File: config.mk
export PLATFORM = sky130hd
export DESIGN_NAME = frame_start_sequencer
export DESIGN_NICKNAME = d
export VERILOG_FILES = /design/src/rtl/frame_start_sequencer.sv
export SDC_FILE = /design/constraint.sdc
export NUM_CORES = 1
export LEC_CHECK = 0
export ABC_AREA = 0
export CAP_MARGIN = 20
export CORE_MARGIN = 3
export CORE_UTILIZATION = 35
export DETAILED_ROUTE_END_ITERATION = 10
export GPL_TIMING_DRIVEN = 1
export PLACE_DENSITY = 0.7
export SYNTH_ARGS = -nofsm -noshare
export SYNTH_HDL_FRONTEND = slang
export SYNTH_SLANG_ARGS = --single-unit
File: constraint.sdc
create_clock -name i_clk -period 6.1 [get_ports i_clk]
set_clock_uncertainty 0.15 [all_clocks]
set_input_delay 1.22 -clock i_clk [delete_from_list [all_inputs] [get_ports i_clk]]
set_output_delay 1.22 -clock i_clk [all_outputs]
set_load 0.005 [all_outputs]
File: src/rtl/frame_start_sequencer.sv
// Frame-start sequencer: walks the pattern ROM, streams the payload words,
// then enforces an inter-frame gap before the next start can be accepted.
// The output word register uses a valid/ready hold. A frame is
// PATTERN_LEN ROM words followed by PAYLOAD_LEN payload words.
// Optional feature macro: FRAME_CRC_EN. When it is defined, a CRC-16-CCITT
// word (poly 0x1021, init 0xFFFF) over the payload is appended, and that
// word carries EOF.
module frame_start_sequencer #(
    parameter int PATTERN_LEN = 64,
    parameter int PAYLOAD_LEN = 256,
    parameter int GAP_CYCLES  = 4
) (
    input  logic        i_clk,
    input  logic        i_rst,
    input  logic        i_start,
    output logic [5:0]  o_rom_index,
    input  logic [15:0] i_rom_data,
    input  logic [15:0] i_pl_data,
    input  logic        i_pl_valid,
    output logic        o_pl_ready,
    output logic [15:0] o_data,
    output logic        o_valid,
    input  logic        i_ready,
    output logic        o_sof,
    output logic        o_eof,
    output logic        o_busy,
    output logic        o_frame_done
);

    localparam logic [5:0]  IDX_LAST = 6'(PATTERN_LEN - 1);
    localparam logic [15:0] PL_LEN   = 16'(PAYLOAD_LEN);
    localparam logic [15:0] PL_LAST  = 16'(PAYLOAD_LEN - 1);
    localparam logic [7:0]  GAP_LAST = 8'(GAP_CYCLES - 1);
    localparam bit          NO_GAP   = (GAP_CYCLES == 0);

    // S_PRIME is a single cycle after a start is accepted. It gives the ROM a
    // full cycle of address-to-data time from the freshly cleared index.
    typedef enum logic [2:0] {
        S_IDLE, S_PRIME, S_PREAMBLE, S_PAYLOAD, S_CRC, S_DRAIN, S_GAP
    } state_t;

    state_t      r_state;
    state_t      w_next_state;
    logic [5:0]  r_rom_index;
    logic [15:0] r_pl_count;
    logic [7:0]  r_gap_count;
    logic [15:0] r_data;
    logic        r_valid;
    logic        r_sof;
    logic        r_eof;
    logic        r_frame_done;
    logic        w_load;
    logic        w_pl_fire;
    logic        w_pl_last;

    // The output register may take a new word when it is empty or being drained.
    assign w_load    = !r_valid || i_ready;
    assign w_pl_fire = o_pl_ready && i_pl_valid;
    assign w_pl_last = (r_pl_count == PL_LAST);

`ifdef FRAME_CRC_EN
    logic [15:0] r_crc;

    // Bit-serial CRC-16-CCITT, MSB first, over one 16-bit word.
    function automatic logic [15:0] crc16_word(input logic [15:0] c, input logic [15:0] d);
        logic [15:0] r;
        r = c;
        for (int i = 15; i >= 0; i--) begin
            if (r[15] ^ d[i]) r = {r[14:0], 1'b0} ^ 16'h1021;
            else              r = {r[14:0], 1'b0};
        end
        return r;
    endfunction

    // CRC accumulator: seeded at frame start, folded in per accepted payload word.
    always_ff @(posedge i_clk) begin
        if (i_rst)                             r_crc <= 16'hFFFF;
        else if (r_state == S_IDLE && i_start) r_crc <= 16'hFFFF;
        else if (w_pl_fire)                    r_crc <= crc16_word(r_crc, i_pl_data);
    end
`endif

    // State register.
    always_ff @(posedge i_clk) begin
        if (i_rst) r_state <= S_IDLE;
        else       r_state <= w_next_state;
    end

    // Next-state decode.
    always_comb begin
        w_next_state = r_state;
        case (r_state)
            S_IDLE:     if (i_start) w_next_state = S_PRIME;
            S_PRIME:    w_next_state = S_PREAMBLE;
            S_PREAMBLE: if (w_load && r_rom_index == IDX_LAST) w_next_state = S_PAYLOAD;
`ifdef FRAME_CRC_EN
            S_PAYLOAD:  if (w_pl_fire && w_pl_last) w_next_state = S_CRC;
            S_CRC:      if (w_load) w_next_state = S_DRAIN;
`else
            S_PAYLOAD:  if (w_pl_fire && w_pl_last) w_next_state = S_DRAIN;
`endif
            S_DRAIN:    if (w_load) w_next_state = NO_GAP ? S_IDLE : S_GAP;
            S_GAP:      if (r_gap_count == GAP_LAST) w_next_state = S_IDLE;
            default:    w_next_state = S_IDLE;
        endcase
    end

    // State-derived outputs. The payload handshake only opens while the output register can load.
    always_comb begin
        o_busy     = (r_state != S_IDLE);
        o_pl_ready = (r_state == S_PAYLOAD) && w_load && (r_pl_count < PL_LEN);
    end

    // Datapath: ROM index, counters and the output word register.
    always_ff @(posedge i_clk) begin
        if (i_rst) begin
            r_rom_index <= '0;
            r_pl_count  <= '0;
            r_gap_count <= '0;
            r_data      <= '0;
            r_valid     <= 1'b0;
            r_sof       <= 1'b0;
            r_eof       <= 1'b0;
        end else begin
            case (r_state)
                S_IDLE: begin
                    if (i_start) begin
                        r_rom_index <= '0;
                        r_pl_count  <= '0;
                        r_gap_count <= '0;
                    end
                end
                S_PREAMBLE: begin
                    if (w_load) begin
                        r_data  <= i_rom_data;
                        r_valid <= 1'b1;
                        r_sof   <= (r_rom_index == 6'd0);
                        r_eof   <= 1'b0;
                        // Hold on the last index so it never wraps inside a frame.
                        if (r_rom_index != IDX_LAST) r_rom_index <= r_rom_index + 6'd1;
                    end
                end
                S_PAYLOAD: begin
                    if (w_pl_fire) begin
                        r_data     <= i_pl_data;
                        r_valid    <= 1'b1;
                        r_sof      <= 1'b0;
`ifdef FRAME_CRC_EN
                        r_eof      <= 1'b0;
`else
                        r_eof      <= w_pl_last;
`endif
                        r_pl_count <= r_pl_count + 16'd1;
                    end else if (w_load) begin
                        // Source starved: emit a bubble rather than repeat a word.
                        r_valid <= 1'b0;
                        r_sof   <= 1'b0;
                        r_eof   <= 1'b0;
                    end
                end
`ifdef FRAME_CRC_EN
                S_CRC: begin
                    if (w_load) begin
                        r_data  <= r_crc;
                        r_valid <= 1'b1;
                        r_sof   <= 1'b0;
                        r_eof   <= 1'b1;
                    end
                end
`endif
                S_DRAIN: begin
                    if (w_load) begin
                        r_valid     <= 1'b0;
                        r_sof       <= 1'b0;
                        r_eof       <= 1'b0;
                        r_gap_count <= '0;
                    end
                end
                S_GAP:   r_gap_count <= r_gap_count + 8'd1;
                default: ;
            endcase
        end
    end

    // Frame-done pulse: set on the edge that returns to IDLE. A reset abort never pulses.
    always_ff @(posedge i_clk) begin
        if (i_rst) r_frame_done <= 1'b0;
        else       r_frame_done <= (r_state != S_IDLE) && (w_next_state == S_IDLE);
    end

    assign o_rom_index  = r_rom_index;
    assign o_data       = r_data;
    assign o_valid      = r_valid;
    assign o_sof        = r_sof;
    assign o_eof        = r_eof;
    assign o_frame_done = r_frame_done;

endmodule

**After elaboration in Yosys (flattened, before gate mapping)**

Index checks and enable logic that the tools add are counted.

- Equal/unequal tests: 14
- Muxes and demuxes: 30
- $add $sub $neg: 3
- Reduce and logical (&&, ||, !) cells: 24
- Magnitude comparators: 1

Operator list:

| cell | number |
|---|---|
| 2-to-1 mux 16 bit | 4 |
| one-hot mux 16 bit (2 select lines) | 2 |
| one-hot mux 8 bit (3 select lines) | 1 |
| 2-to-1 mux 6 bit | 3 |
| one-hot mux 3 bit (6 select lines) | 1 |
| adder 16 x 1 -> 16 bit, second input constant | 1 |
| == test 16 x 8 -> 1 bit, second input constant | 1 |
| less-than comparator 16 x 9 -> 1 bit, second input constant | 1 |
| 2-to-1 mux 8 bit | 2 |
| 2-to-1 mux 3 bit | 5 |
| one-hot mux 6 bit (2 select lines) | 1 |
| != test 2 bit, second input constant | 5 |
| AND reduction 3 bit | 3 |
| nonzero test 3 bit | 3 |
| adder 8 x 1 -> 8 bit, second input constant | 1 |
| == test 8 x 2 -> 1 bit, second input constant | 1 |
| 2-to-1 mux 1 bit | 8 |
| nonzero test 2 bit | 4 |
| adder 6 x 1 -> 6 bit, second input constant | 1 |
| == test 3 x 2 -> 1 bit, second input constant | 2 |
| == test 3 bit, second input constant | 2 |
| == test 6 bit, second input constant | 1 |
| logical AND 1 bit | 6 |
| zero test 3 bit | 2 |
| 10 further kinds | 11 |

- Register bits: 53
- Output and inout bits: 28
- Input bits: 37
- Logic and storage cells: 81

**Logic depth before layout (Yosys ltp)**

Gate-level depths: netlist of the first run.

- Word-level depth: 10
- Gate-level depth with buffers: 7

**Worst setup path before layout of the first run**

OpenSTA, ideal clock, no wires.

- Path kind: input -> output
- Start point: in i_ready
- End point: out o_pl_ready
- Data required time: 4.730 ns
- Stages on the path: 2
- Path slack: 3.071 ns
- Data arrival time: 1.659 ns
- Cells stage by stage: nor2b_1 > nor4_4

- Longest elaborated chain between the ends: 3

Ends and longest elaborated chain:

| what | line | text |
|---|---|---|
| from (decl) | 23 | `input logic i_ready,` |
| logical OR 1 bit | 57 | `assign w_load = !r_valid \|\| i_ready;` |
| logical AND 1 bit (2 in a row) | 111 | `o_pl_ready = (r_state == S_PAYLOAD) && w_load && (r_pl_count < PL_LEN);` |
| to (decl) | 20 | `output logic o_pl_ready,` |

Every way passes these cells.

**Worst setup path after layout of the first run**

- Start point: reg r_state[0]
- End point: out o_pl_ready

- Longest elaborated chain between the ends: 3

Ends and longest elaborated chain:

| what | line | text |
|---|---|---|
| from (decl) | 42 | `state_t r_state;` |
| from (signal assigned) | 86 | `else r_state <= w_next_state;` |
| == test 3 x 2 -> 1 bit | 111 |  |
| logical AND 1 bit (2 in a row) | 111 |  |

Every way passes these cells.

==> flow_summary.ini, run 1 <==
[die]
io_pins = 65
core_um2 = 6830
fp.dieW_um = 90.2
fp-row-count = 30
die_height_um = 90.2
fp.dieArea_um2 = 8130
start_util = 0.363

[place]
numPortBuffers = 64
dp_hpwl_um = 4360
dpl-instance-area_um2 = 3200
gp_congestion = 0.788
place_ws_ns = 1.84

[timing]
clock.fmax_mhz = 219
holdWs_ns = 0.312
maxSlewHeadroom = 0.404
finalMaxSlewViolations = 0
rsz0062_at_grt = no
tightest_slew_ns = 0.895
finalCritPeriodShare = 0.748
finalHoldViolCount = 0
setup_viol = 0
worst_slack_ns = 1.54
period_minus_slack_ns = 4.56
fin_tns_setup_ns = 0

[critical_path]
crit_slowest_cell = dfxtp_1
cp.required_ns = 4.73
cp_slowest_stage_delay_ns = 0.91
path_cells = nand3b_1 -> nor4_4 -> clkdlybuf4s50_1
endpoint_kind = output port
crit_fanout = 28
critical_path_class = reg2out
startpoint_type = flop
critPathArrivalTime_ns = 3.19

[power]
pwr-share-clk = 0.322
leakagePower_nw = 1.15
pwr-share-comb = 0.185
ir_worst_vdd_v = 0.000173
seq_power_share = 0.493
p_switching_mw = 0.203
p_sw_frac = 0.264
power.density_nw_per_um2 = 231
p_int_mw = 0.564

[yosys]
synth-async-reset-ratio = 0
yosysMostFrequentCell = dfxtp_1
syn_nets = 340
syn_area_per_cell_um2 = 8.29
netlist.area_leader.share = 0.428
synth_top_flop_cell = dfxtp_1
synth_common_cells = 53 x dfxtp_1, 31 x nor2_1, 27 x nand2_1
ys_seq_area_frac = 0.428
synth_top_cell_by_area = dfxtp_1
synth_cell_types = 45
synth-seq-cells = 53
synth_edf_count = 0
syn_area_um2 = 2480
yosysWarnings = 0
synthCells = 299
synth.top_cells.by_area = dfxtp_1 43%, a311oi_1 5.7%, nand3_1 5.2%

[route]
drtPass1Iterations = 4
drt-total-wl_um = 6070
ant_nets = 0
drt_iter0_drc = 108
post_drt_wl_per_cell_um = 13.5
viasPerCell = 5.12
num_vias = 2310
drcViolationCount = 0

[layout]
area_growth_pct = 33.8
final_layout_size_suffix_gt1_frac = 0.0535
fin_nets = 395
fillCellCount = 677
finish.utilization = 0.485
antenna_cells = 0
stdcell_area_um2 = 3320

[flow_run]
maxCapViolations = 0

[cts]
cts_tree = built
cts.path.max_buffers = 2
post-cts-setup-buffers = 0
worstSkewPairLatency_ns = 0.30
clk_pin_slew_ns = 0.10
cts-root-buf = clkbuf_8
cts_buffers = 5
numClockSinks = 53
hold_buffers = 0
htree_num_levels = 2
ctsResizeCount = 0

[global_route]
antenna_found_initial = 0
grt_start_max_net_pins = 29
grt_pass1_vias = 2079
track_usage = 0.148
globalRouteOverflowTotal = 0
grt_pass1_wl_um = 9990

[min_path]
hold_path.class = reg2reg

[run_status]
status = finished clean
-- kinds of logic after synthesis --
family,after synthesis,synth area share
flip-flops,53,0.428
XOR/XNOR,5,0.0177
AO/OA/AOI/OAI,69,0.180
buffers and inverters,25,0.0399
adder cells (fa/ha/maj),4,0.0202
multiplexers,3,0.0121
AND/OR/NAND/NOR,140,0.302
-- metal layers --
layer | part of all wire | wire length (um) | vias up | track usage
li1 | - | - | 1192 | -
met1 | 0.45 | 2760 | 1083 | 0.185
met2 | 0.51 | 3070 | 31 | 0.254
met3 | 0.030 | 184 | 4 | 0.0335
met4 | 0.0097 | 59 | 0 | 0.0434
met5 | 0 | 0 | - | 0
-- placed cells by master, fill, tap and decap left out, types with 3 or more instances in the layout --
| master | synthesis | routed |
|---|---|---|
| o21a_1 | 3 | 3 |
| ha_1 | 4 | 4 |
| or4_1 | 4 | 4 |
| clkdlybuf4s50_1 | 0 | 64 |
| nor2b_1 | 5 | 5 |
| nand2_1 | 27 | 27 |
| and2_1 | 7 | 7 |
| nand3_1 | 26 | 26 |
| a21oi_1 | 21 | 21 |
| dfxtp_1 | 53 | 53 |
| xnor2_1 | 4 | 4 |
| mux2i_1 | 3 | 3 |
| nor2_1 | 31 | 31 |
| nand2b_1 | 5 | 5 |
| o21ai_1 | 3 | 3 |
| inv_1 | 6 | 6 |
| nand4_1 | 3 | 3 |
| o21ai_0 | 13 | 13 |
| o31ai_1 | 3 | 3 |
| clkbuf_8 | 0 | 5 |
| nor3_1 | 4 | 4 |
| a311oi_1 | 16 | 16 |
| or3_1 | 11 | 11 |
| and3_1 | 3 | 3 |
-- final timing paths --
path / slack (ns) / depth (start not counted) / end / from
max: 1.54 / 3 / o_pl_ready / r_state[0]
min: 0.31 / 1 / r_pl_count[15] / r_pl_count[15]
max reg2reg: 2.62 / 6 / o_data[14] / r_state[0]
min reg2reg: 0.31 / 1 / r_pl_count[15] / r_pl_count[15]
-- stage by stage --
stage          power, mW  instances
2_1_floorplan      0.454        299
3_3_place_gp       0.524        442
3_5_place_dp       0.529        443
4_1_cts            0.776        451
5_1_grt            0.804        451
6_report           0.767        451
-- power groups by stage --
stage	sequential, mW	combinational (mW)	clock (mW)
6_report	0.378	0.142	0.247
5_1_grt	0.381	0.156	0.267
4_1_cts	0.378	0.143	0.255
3_5_place_dp	0.386	0.142	0
3_3_place_gp	0.385	0.138	0
2_1_floorplan	0.381	0.0732	0
-- area by class of cell --
cell class              instances  area, um^2  share of cell area
repair buffers                 67         671               0.202
flip-flops and latches         53        1060               0.320
inverters                       6        22.5             0.00679
multi-input cells             221        1330               0.400
clock buffers                   5        68.8              0.0208
well taps                      96         120              0.0362
clock inverters                 3        47.5              0.0143
-- flip-flops by register name, summed over array words and instances (netlist names) --
name          flops
o_frame_done      1
r_gap_count       8
o_rom_index       6
o_eof             1
o_sof             1
o_data           16
r_state           3
r_pl_count       16
o_valid           1
-- worst max-delay path, delay by kind of cell (launching register included) --
family / cells / cell delay (ns)
AND/OR/NAND/NOR: 2 / 1.38
flip-flops: 1 / 0.91
buffers and inverters: 1 / 0.59
Note: power is estimated with default switching activity, not from simulation.
==> inputs of run 2 (changes only) <==
--- a/config.mk
+++ b/config.mk
@@ -11,7 +11,7 @@
 export CORE_UTILIZATION = 35
 export DETAILED_ROUTE_END_ITERATION = 10
 export GPL_TIMING_DRIVEN = 1
-export PLACE_DENSITY = 0.7
+export PLACE_DENSITY = 0.72
 export SYNTH_ARGS = -nofsm -noshare
 export SYNTH_HDL_FRONTEND = slang
 export SYNTH_SLANG_ARGS = --single-unit
==> constraint.sdc (replaced) <==
create_clock -name i_clk -period 3.85 [get_ports i_clk]
set_clock_uncertainty 0.15 [all_clocks]
set_input_delay 0.77 -clock i_clk [delete_from_list [all_inputs] [get_ports i_clk]]
set_output_delay 0.77 -clock i_clk [all_outputs]
set_load 0.005 [all_outputs]
==> flow_summary.ini, run 2 (synthesis gave the netlist of run 1 again) <==
[critical_path]
cp.required_ns = 2.93
crit-reg2reg-launch = r_state[2]
worstSetupStartpoint = i_ready
crit_end = o_pl_ready
reg2reg_to = r_pl_count[5]
critical_path_class = in2out
worstRegToRegCells = 6
critPathArrivalTime_ns = 2.38
endpoint_kind = output port
rrSetupSlack_ns = 1.26
startpoint_type = input pin
crit_fanout = 5

[timing]
finalHoldViolCount = 0
holdWs_ns = 0.321
rsz0062_at_grt = no
maxSlewHeadroom = 0.589
setup_viol = 0
clock.fmax_mhz = 303
worst_slack_ns = 0.554
fin_tns_setup_ns = 0
finalMaxSlewViolations = 0
tightest_slew_ns = 0.617
finalCritPeriodShare = 0.856
period_minus_slack_ns = 3.30

[layout]
layout_common_cells = 64 x clkdlybuf4s50_1, 53 x dfxtp_1, 31 x nor2_1, 27 x nand2_1, 26 x nand3_1
final_layout_size_suffix_gt1_frac = 0.0641
fin_cells = 455
fillCellCount = 686
mostFrequentLayoutCell = clkdlybuf4s50_1
fin_nets = 399
area_growth_pct = 34.7
antenna_cells = 0

[place]
dp_hpwl_um = 4430
numPortBuffers = 64
place_ws_ns = 0.561
gp_congestion = 0.733
dp.cells = 447

[cts]
cts_tree = built
worstSkewPairLatency_ns = 0.31
numClockSinks = 53
cts.path.max_buffers = 2
post-cts-setup-buffers = 0
cts_buffers = 5
ctsResizeCount = 0
clk_pin_slew_ns = 0.10
cts-root-buf = clkbuf_8
htree_num_levels = 2
hold_buffers = 0

[run_status]
status = finished clean

[route]
drt-total-wl_um = 6220
num_vias = 2310
drcViolationCount = 0
met1_length_um = 2910
ant_nets = 0
viasPerCell = 5.08
drtPass1Iterations = 4
top_layer_used = met4
drt_iter0_drc = 187
wl_met3_um = 177
met2RoutedLength_um = 3050
post_drt_wl_per_cell_um = 13.7

[global_route]
grt_pass1_vias = 2127
grt_pass1_wl_um = 10300
globalRouteOverflowTotal = 0
track_usage = 0.149
grt_start_max_net_pins = 33
antenna_found_initial = 0

[min_path]
worstHoldPathCells = 1
hold_path.class = reg2reg

[power]
ir_worst_vdd_v = 0.000214
leakagePower_nw = 1.17
finalPower_mw = 1.23
power.density_nw_per_um2 = 367

[flow_run]
maxCapViolations = 0

[die]
die_height_um = 90.2
fp.dieW_um = 90.2
fp-row-count = 30
core_um2 = 6830
io_pins = 65
start_util = 0.363
fp.dieArea_um2 = 8130
[run 2: cell count changes in the layout (fill, tap and decap cells not counted)]
cell   before  now
buf_4       2    7
buf_8       1    0
[run 2: where the power goes]
part,leakage (nW),total (mW),switching (mW),internal (mW)
logic,0.679,0.233,0.111,0.122
registers,0.430,0.593,0.0178,0.575
clock network,0.0591,0.399,0.201,0.199
[run 2: worst max-delay path, stage by stage]
cell,delay (ns)
clkdlybuf4s50_1,0.51
nor2b_1,0.09
nor4_4,0.41
clkdlybuf4s50_1,0.59
[run 2: cell type report]
cell class                 count  area, um^2  share of cell area
multi-input combinational    221        1330               0.397
clock inverter                 3        47.5              0.0142
clock buffer                   5        68.8              0.0206
sequential                    53        1060               0.318
timing repair buffer          71         693               0.208
tap                           96         120              0.0360
inverter                       6        22.5             0.00675
[run 2: how the worst min path moves through the flow]
| stage | startpoint | endpoint | slack [ns] |
|---|---|---|---|
| after floorplan | r_pl_count[14] | r_pl_count[14] | 0.27 |
| after global placement | r_pl_count[15] | r_pl_count[15] | 0.28 |
| after detailed placement | r_pl_count[15] | r_pl_count[15] | 0.29 |
| after CTS | r_pl_count[15] | r_pl_count[15] | 0.32 |
| after global routing | r_pl_count[14] | r_pl_count[14] | 0.35 |
| final | r_pl_count[15] | r_pl_count[15] | 0.32 |
[run 2: stage by stage]
stage | area, um^2 | utilization
5_1_grt | 3340 | 0.489
6_report | 3340 | 0.489
2_1_floorplan | 2480 | -
3_3_place_gp | 3220 | 0.472
4_1_cts | 3340 | 0.489
3_5_place_dp | 3220 | 0.472
[run 2: layer usage]
metal | vias to the layer above | track usage
li1 | 1203 | -
met1 | 1063 | 0.201
met2 | 37 | 0.244
met3 | 7 | 0.0276
met4 | 0 | 0.0434
met5 | - | 0
